`config.mk`:
```
export PLATFORM = sky130hd
export DESIGN_NAME = logic_exec_stage
export DESIGN_NICKNAME = d
export VERILOG_FILES = /design/src/rtl/logic_exec_stage_pkg.sv /design/src/rtl/logic_and32.sv /design/src/rtl/logic_inv32.sv /design/src/rtl/logic_nor32.sv /design/src/rtl/logic_or32.sv /design/src/rtl/logic_result_fifo.sv /design/src/rtl/logic_exec_stage.sv
export SDC_FILE = /design/constraint.sdc
export NUM_CORES = 1
export LEC_CHECK = 0
export CELL_PAD_IN_SITES_DETAIL_PLACEMENT = 2
export CELL_PAD_IN_SITES_GLOBAL_PLACEMENT = 2
export CORE_ASPECT_RATIO = 0.75
export CORE_MARGIN = 2
export CORE_UTILIZATION = 40
export CTS_CLUSTER_SIZE = 40
export DETAILED_ROUTE_END_ITERATION = 8
export PLACE_DENSITY_LB_ADDON = 0.25
export SYNTH_ARGS = -nofsm -noshare
export SYNTH_HDL_FRONTEND = slang
export SYNTH_HIERARCHICAL = 1
export SYNTH_SLANG_ARGS = --single-unit
```
`constraint.sdc`:
```
create_clock -name CLK -period 8.1 [get_ports CLK]
set_input_delay 2.43 -clock CLK [delete_from_list [all_inputs] [get_ports CLK]]
set_output_delay 2.43 -clock CLK [all_outputs]
set_load 0.005 [all_outputs]
```
`src/rtl/logic_exec_stage_pkg.sv`:
```
// Shared definitions for the logic execution stage.
// Holds the opcode encodings and the default operand/result width used by
// the stage and its sub-modules.
package logic_exec_stage_pkg;

    localparam int DEFAULT_DATA_WIDTH = 32;

    typedef enum logic [1:0] {
        OP_AND = 2'b00,
        OP_OR  = 2'b01,
        OP_NOR = 2'b10,
        OP_INV = 2'b11
    } opcode_e;

endpackage

```
`src/rtl/logic_and32.sv`:
```
// Bitwise AND of two operands.
// Ports: a, b - operands; y - a & b.
module logic_and32 #(
    parameter int WIDTH = 32
) (
    input  logic [WIDTH-1:0] a,
    input  logic [WIDTH-1:0] b,
    output logic [WIDTH-1:0] y
);
    assign y = a & b;
endmodule

```
`src/rtl/logic_inv32.sv`:
```
// Bitwise inverter.
// Ports: a - operand; y - ~a.
module logic_inv32 #(
    parameter int WIDTH = 32
) (
    input  logic [WIDTH-1:0] a,
    output logic [WIDTH-1:0] y
);
    assign y = ~a;
endmodule

```
`src/rtl/logic_nor32.sv`:
```
// Bitwise NOR of two operands.
// Ports: a, b - operands; y - ~(a | b).
module logic_nor32 #(
    parameter int WIDTH = 32
) (
    input  logic [WIDTH-1:0] a,
    input  logic [WIDTH-1:0] b,
    output logic [WIDTH-1:0] y
);
    assign y = ~(a | b);
endmodule

```
`src/rtl/logic_or32.sv`:
```
// Bitwise OR of two operands.
// Ports: a, b - operands; y - a | b.
module logic_or32 #(
    parameter int WIDTH = 32
) (
    input  logic [WIDTH-1:0] a,
    input  logic [WIDTH-1:0] b,
    output logic [WIDTH-1:0] y
);
    assign y = a | b;
endmodule

```
`src/rtl/logic_result_fifo.sv`:
```
// Result buffer for the logic execution stage: a DEPTH-entry circular FIFO
// with registered head data, valid and ready outputs.
// Ports: clk, rst_n (async active-low); wr_en/wr_data/wr_ready - write side;
//        rd_en/rd_valid/rd_data - read side (rd_data is 0 while empty).
module logic_result_fifo #(
    parameter int WIDTH = 33,
    parameter int DEPTH = 4
) (
    input  logic             clk,
    input  logic             rst_n,
    input  logic             wr_en,
    input  logic [WIDTH-1:0] wr_data,
    output logic             wr_ready,
    input  logic             rd_en,
    output logic             rd_valid,
    output logic [WIDTH-1:0] rd_data
);
    localparam int PTR_W = $clog2(DEPTH);
    localparam logic [PTR_W:0] DEPTH_C = (PTR_W+1)'(DEPTH);

    logic [WIDTH-1:0] mem_r [DEPTH];
    logic [PTR_W-1:0] wr_ptr_r;
    logic [PTR_W-1:0] rd_ptr_r;
    logic [PTR_W:0]   count_r;
    logic             wr_ready_r;
    logic             rd_valid_r;
    logic [WIDTH-1:0] rd_data_r;

    logic             push_s;
    logic             pop_s;
    logic [PTR_W-1:0] wr_ptr_next_s;
    logic [PTR_W-1:0] rd_ptr_next_s;
    logic [PTR_W:0]   count_next_s;
    logic [WIDTH-1:0] head_next_s;

    // Transfers are qualified by the registered handshake outputs, so a full
    // buffer never accepts in the same cycle it pops.
    assign push_s = wr_en & wr_ready_r;
    assign pop_s  = rd_en & rd_valid_r;

    // Next pointers, occupancy and head entry as seen after this edge.
    always_comb begin
        wr_ptr_next_s = wr_ptr_r;
        rd_ptr_next_s = rd_ptr_r;
        count_next_s  = count_r;
        head_next_s   = {WIDTH{1'b0}};
        if (push_s) begin
            wr_ptr_next_s = wr_ptr_r + PTR_W'(1);
        end else begin
            wr_ptr_next_s = wr_ptr_r;
        end
        if (pop_s) begin
            rd_ptr_next_s = rd_ptr_r + PTR_W'(1);
        end else begin
            rd_ptr_next_s = rd_ptr_r;
        end
        case ({push_s, pop_s})
            2'b10:   count_next_s = count_r + (PTR_W+1)'(1);
            2'b01:   count_next_s = count_r - (PTR_W+1)'(1);
            default: count_next_s = count_r;
        endcase
        // The slot being written this edge becomes the head only when it is
        // the sole remaining entry; the memory write is not yet visible.
        if (count_next_s == {(PTR_W+1){1'b0}}) begin
            head_next_s = {WIDTH{1'b0}};
        end else if (push_s && (wr_ptr_r == rd_ptr_next_s)) begin
            head_next_s = wr_data;
        end else begin
            head_next_s = mem_r[rd_ptr_next_s];
        end
    end

    // Storage array; stale contents are harmless because count gates reads.
    always_ff @(posedge clk) begin
        if (push_s) begin
            mem_r[wr_ptr_r] <= wr_data;
        end
    end

    // Pointers, occupancy and registered outputs; reset discards all entries.
    always_ff @(posedge clk or negedge rst_n) begin
        if (!rst_n) begin
            wr_ptr_r   <= {PTR_W{1'b0}};
            rd_ptr_r   <= {PTR_W{1'b0}};
            count_r    <= {(PTR_W+1){1'b0}};
            wr_ready_r <= 1'b0;
            rd_valid_r <= 1'b0;
            rd_data_r  <= {WIDTH{1'b0}};
        end else begin
            wr_ptr_r   <= wr_ptr_next_s;
            rd_ptr_r   <= rd_ptr_next_s;
            count_r    <= count_next_s;
            wr_ready_r <= (count_next_s < DEPTH_C);
            rd_valid_r <= (count_next_s != {(PTR_W+1){1'b0}});
            rd_data_r  <= head_next_s;
        end
    end

    assign wr_ready = wr_ready_r;
    assign rd_valid = rd_valid_r;
    assign rd_data  = rd_data_r;
endmodule

```
`src/rtl/logic_exec_stage.sv`:
```
// Logic execution stage: computes AND/OR/NOR/INV(A) on accepted operand sets,
// buffers result plus zero flag, and delivers them downstream in order.
// Ports: CLK, RST (async active-low); IN_VALID/IN_READY/OPCODE/A/B - operand
//        input; OUT_VALID/OUT_READY/Y/ZERO - head result output;
//        OP_COUNT - number of results delivered (wraps at 16 bits).
module logic_exec_stage
    import logic_exec_stage_pkg::*;
#(
    parameter int DATA_WIDTH = DEFAULT_DATA_WIDTH,
    parameter int DEPTH      = 4
) (
    input  logic                  CLK,
    input  logic                  RST,
    input  logic                  IN_VALID,
    output logic                  IN_READY,
    input  logic [1:0]            OPCODE,
    input  logic [DATA_WIDTH-1:0] A,
    input  logic [DATA_WIDTH-1:0] B,
    output logic                  OUT_VALID,
    input  logic                  OUT_READY,
    output logic [DATA_WIDTH-1:0] Y,
    output logic                  ZERO,
    output logic [15:0]           OP_COUNT
);
    logic [DATA_WIDTH-1:0] and_s;
    logic [DATA_WIDTH-1:0] or_s;
    logic [DATA_WIDTH-1:0] nor_s;
    logic [DATA_WIDTH-1:0] inv_s;
    logic [DATA_WIDTH-1:0] result_s;
    logic                  zero_s;
    logic [DATA_WIDTH:0]   head_s;
    logic                  fifo_ready_s;
    logic                  fifo_valid_s;
    logic [15:0]           op_count_r;

    logic_and32 #(.WIDTH(DATA_WIDTH)) u_and (.a(A), .b(B), .y(and_s));
    logic_or32  #(.WIDTH(DATA_WIDTH)) u_or  (.a(A), .b(B), .y(or_s));
    logic_nor32 #(.WIDTH(DATA_WIDTH)) u_nor (.a(A), .b(B), .y(nor_s));
    logic_inv32 #(.WIDTH(DATA_WIDTH)) u_inv (.a(A), .y(inv_s));

    // 4:1 result mux and zero detect.
    always_comb begin
        result_s = {DATA_WIDTH{1'b0}};
        case (OPCODE)
            OP_AND:  result_s = and_s;
            OP_OR:   result_s = or_s;
            OP_NOR:  result_s = nor_s;
            OP_INV:  result_s = inv_s;
            default: result_s = {DATA_WIDTH{1'b0}};
        endcase
        zero_s = (result_s == {DATA_WIDTH{1'b0}});
    end

    logic_result_fifo #(
        .WIDTH(DATA_WIDTH + 1),
        .DEPTH(DEPTH)
    ) u_fifo (
        .clk      (CLK),
        .rst_n    (RST),
        .wr_en    (IN_VALID),
        .wr_data  ({zero_s, result_s}),
        .wr_ready (fifo_ready_s),
        .rd_en    (OUT_READY),
        .rd_valid (fifo_valid_s),
        .rd_data  (head_s)
    );

    // Delivered-result counter; wraps silently.
    always_ff @(posedge CLK or negedge RST) begin
        if (!RST) begin
            op_count_r <= 16'd0;
        end else if (fifo_valid_s && OUT_READY) begin
            op_count_r <= op_count_r + 16'd1;
        end else begin
            op_count_r <= op_count_r;
        end
    end

    assign IN_READY  = fifo_ready_s;
    assign OUT_VALID = fifo_valid_s;
    assign Y         = head_s[DATA_WIDTH-1:0];
    assign ZERO      = head_s[DATA_WIDTH];
    assign OP_COUNT  = op_count_r;
endmodule

```
==> results by group <==
Drt
  • Residual DRC: 0
  • Highest routed layer: met4
  • Final ANT Viol Nets: 0
  • Metal2 WL: 15900 um
  • WL met1: 12700 um
  • Met3 routed WL: 1390 um
  • Vias per Instance: 5.94
  • DR vias: 7194
  • WL/cell: ~25 um
  • Initial DRC Count: 603
  • Total Wirelength: 30400 um
  • Drt pass-1 iters: 5

CTS
  • Clk slew on worst S/H paths: ~0.07 ns
  • Number of clock sinks: 190
  • CTS root buf: clkbuf_16
  • Hold-fix buffers, CTS: 0
  • Clk Latency, worst-skew pair: 0.44 ns
  • Post-CTS setup buffers: 0
  • CTS H-tree depth: 4
  • Post-CTS Resized: 0
  • TritonCTS clock tree: yes
  • CTS max path bufs: 2
  • Num CTS Buffers: 17

Power
  • Comb power frac: 39.6%
  • Sw power: 0.00136 W
  • Pint: ~0.0025 W
  • Switch share: 35.1%
  • Clock Power Share: between 20% and 30%
  • Leakage power: 4.04 nW
  • Power per cell area: 331 nW/um^2
  • Flop pwr share: 37.3%
  • Worst VDD drop: 164 uV

Timing
  • Setup Viol. Count Final: 0
  • Fin. Hold Viols: 0
  • Max transition margin: 29.1%
  • RSZ-0062 raised after global routing: false
  • Period minus WS final: 5.38 ns
  • Max-slew violation count: 0
  • Setup_tns: 0 ns
  • Slew @ Worst Pin: 1.06 ns
  • Final Cycle Share: 66.4%
  • Final Skew: 0.00692 ns
  • Fmax: 186 MHz

Global routing
  • Largest net degree at the start of global routing: 101
  • Initial antenna violation count: 0
  • Vias in the first global route: 8134
  • GR Overflow Total: 0
  • First-pass GRT wire length: 47100 um
  • GRT Util Overall: 24.3%

Yosys
  • Syn Area/Cell: 12.6 um^2
  • Seq/Total Area, Yosys: 55.4%
  • Mapped Nets: approximately 850
  • Top cells by area, synth: edfxtp_1, dfrtp_1, mux4_2, mux2_2, a32o_1
  • Yosys top cell area share: 40.6%
  • Synth async-reset ratio: 30.5%
  • Commonest cells in the netlist: edfxtp_1, o21ai_0, dfrtp_1
  • Count leader, synth: edfxtp_1
  • Post-Syn Area: 9770 um^2
  • Synth warn: 6
  • Synth unique cells: 43
  • Main synth FF type: edfxtp_1
  • Cell taking the most area after synthesis: edfxtp_1
  • Post-synth EDFFs: 132
  • Yosys reg bits: 190
  • Syn Inst Count: 777

Final layout
  • P&R area growth vs syn: 20.4%
  • Non-filler cells in the finished layout: 1211
  • # diodes: 0
  • Nets: approximately 940
  • Share of cells above drive strength 1: a little over an eighth

Worst hold path
  • Worst hold path type: reg2reg

Die
  • Die span in y: roughly 140 um
  • Die W: 184 um
  • Site Rows: 49
  • Initial Util: 40.7%
  • I/O Pins: 121
  • Die Footprint: 25700 um^2
  • Core ar.: 24000 um^2

Critical path
  • Maximum fanout along the worst path: 70
  • Worst Path Required: 8.43 ns
  • Worst Setup End Kind: register
  • Crit Path Category: in2reg
  • Crit start category: input pin
  • Crit path arrival time: around 5.7 ns

Placement
  • Post-Place Cells: between 1000 and 1500
  • Port Buffers: 120
  • GPL Wtd Cong: 0.739
  • Post-DP HPWL: 18900 um

Outcome
  • Status: completed

Job
  • Max Cap Viol: 0
critical path, cell delays in order:
cell and delay, ns:
clkdlybuf4s50_1 0.61, nand2_2 0.10, inv_2 0.07, buf_4 0.64, nand2b_2 0.77, o221ai_1 0.51, o21ai_0 0.22, a32o_1 0.33
metal layers:
metal  up-vias  track usage [%]
li1       3166                -
met5         -                0
met1      3778             30.2
met3        29             5.10
met2       221             43.1
met4         0             6.11
path summary, 6_finish.rpt:
kind | start | end | slack [ns] | cells after the start
hold / removal | OP_COUNT[15] | OP_COUNT[15] | 0.49 | 1
hold reg to reg | OP_COUNT[15] | OP_COUNT[15] | 0.49 | 1
setup reg to reg | u_fifo/rd_valid | u_fifo/rd_data[6] | 4.85 | 7
min in group asynchronous | RST | u_fifo/rd_data[31] | 2.17 | 2
setup / recovery | OUT_READY | u_fifo/rd_data[6] | 2.72 | 8
max in group asynchronous | RST | u_fifo/rd_ptr_r[0] | 5.27 | 2
metrics by stage:
step / power, W / area, um^2 / utilization [%] / hold slack [ns] / setup WS, ns
floorplan: 0.00240 / 9770 / - / 0.465 / 3.07
global placement: 0.00286 / 11100 / 46.5 / 0.458 / 2.67
detailed placement: 0.00299 / 11100 / 46.5 / 0.479 / 2.31
CTS: 0.00391 / 11800 / 49.1 / 0.491 / 2.76
global route: 0.00408 / 11800 / 49.1 / 0.518 / 2.56
finish: 0.00389 / 11800 / 49.1 / 0.486 / 2.72
power by group through the flow:
stage	registers [W]	logic (W)	clock network [W]
3_3_place_gp	0.00145	0.00141	0
2_1_floorplan	0.00140	0.000995	0
6_report	0.00145	0.00154	0.000897
4_1_cts	0.00145	0.00155	0.000909
3_5_place_dp	0.00147	0.00152	0
5_1_grt	0.00148	0.00165	0.000949
registers in the layout (all words and copies together) (netlist names):
| register | flops |
|---|---|
| u_fifo/wr_ready | 1 |
| OP_COUNT | 16 |
| u_fifo/wr_ptr_r | 2 |
| u_fifo/rd_ptr_r | 2 |
| u_fifo/rd_valid | 1 |
| u_fifo/mem_r | 132 |
| u_fifo/count_r | 3 |
| u_fifo/rd_data | 33 |
placed cells by master (no fill, tap or decap), drive strengths merged:
master,instances
edfxtp,132
clkdlybuf4s50,118
o21ai,69
dfrtp,58
inv,41
nor3,37
nor2,35
mux2,35
and2,33
o221ai,33
a32o,33
mux4,32
o22ai,32
nor3b,32
or2,32
clkbuf,20
xnor2,14
buf,14
nand2,11
nor4,10
xor2,8
nand3,6
and3,6
ha,6
clkinv,6
nand4,5
bufinv,4
nand2b,3
and4,2
clkinvlp,2
nand4b,2
nor2b,2
nor4b,1
a31oi,1
a211o,1
a21oi,1
o31ai,1
nand3b,1
fa,1
layout make-up:
| class | instances | area (um^2) |
|---|---|---|
| clock buffer | 20 | 457 |
| tap | 331 | 414 |
| multi-input combinational | 485 | 3870 |
| timing repair buffer | 132 | 1280 |
| fill | 2308 | 12200 |
| inverter | 41 | 154 |
| clock inverter | 12 | 166 |
| sequential | 190 | 5420 |
cells by family (layout without fill, tap and decap cells):
logic type	Yosys count	in the layout	share of synthesized area, %
buffers and inverters	102	205	5.07
XOR/XNOR	22	22	1.97
adder cells (fa/ha/maj)	7	7	0.974
AO/OA/AOI/OAI	171	171	12.2
flip-flops	190	190	55.4
AND/OR/NAND/NOR	218	218	12.9
multiplexers	67	67	11.4
Power figures use the tool's default switching activity.
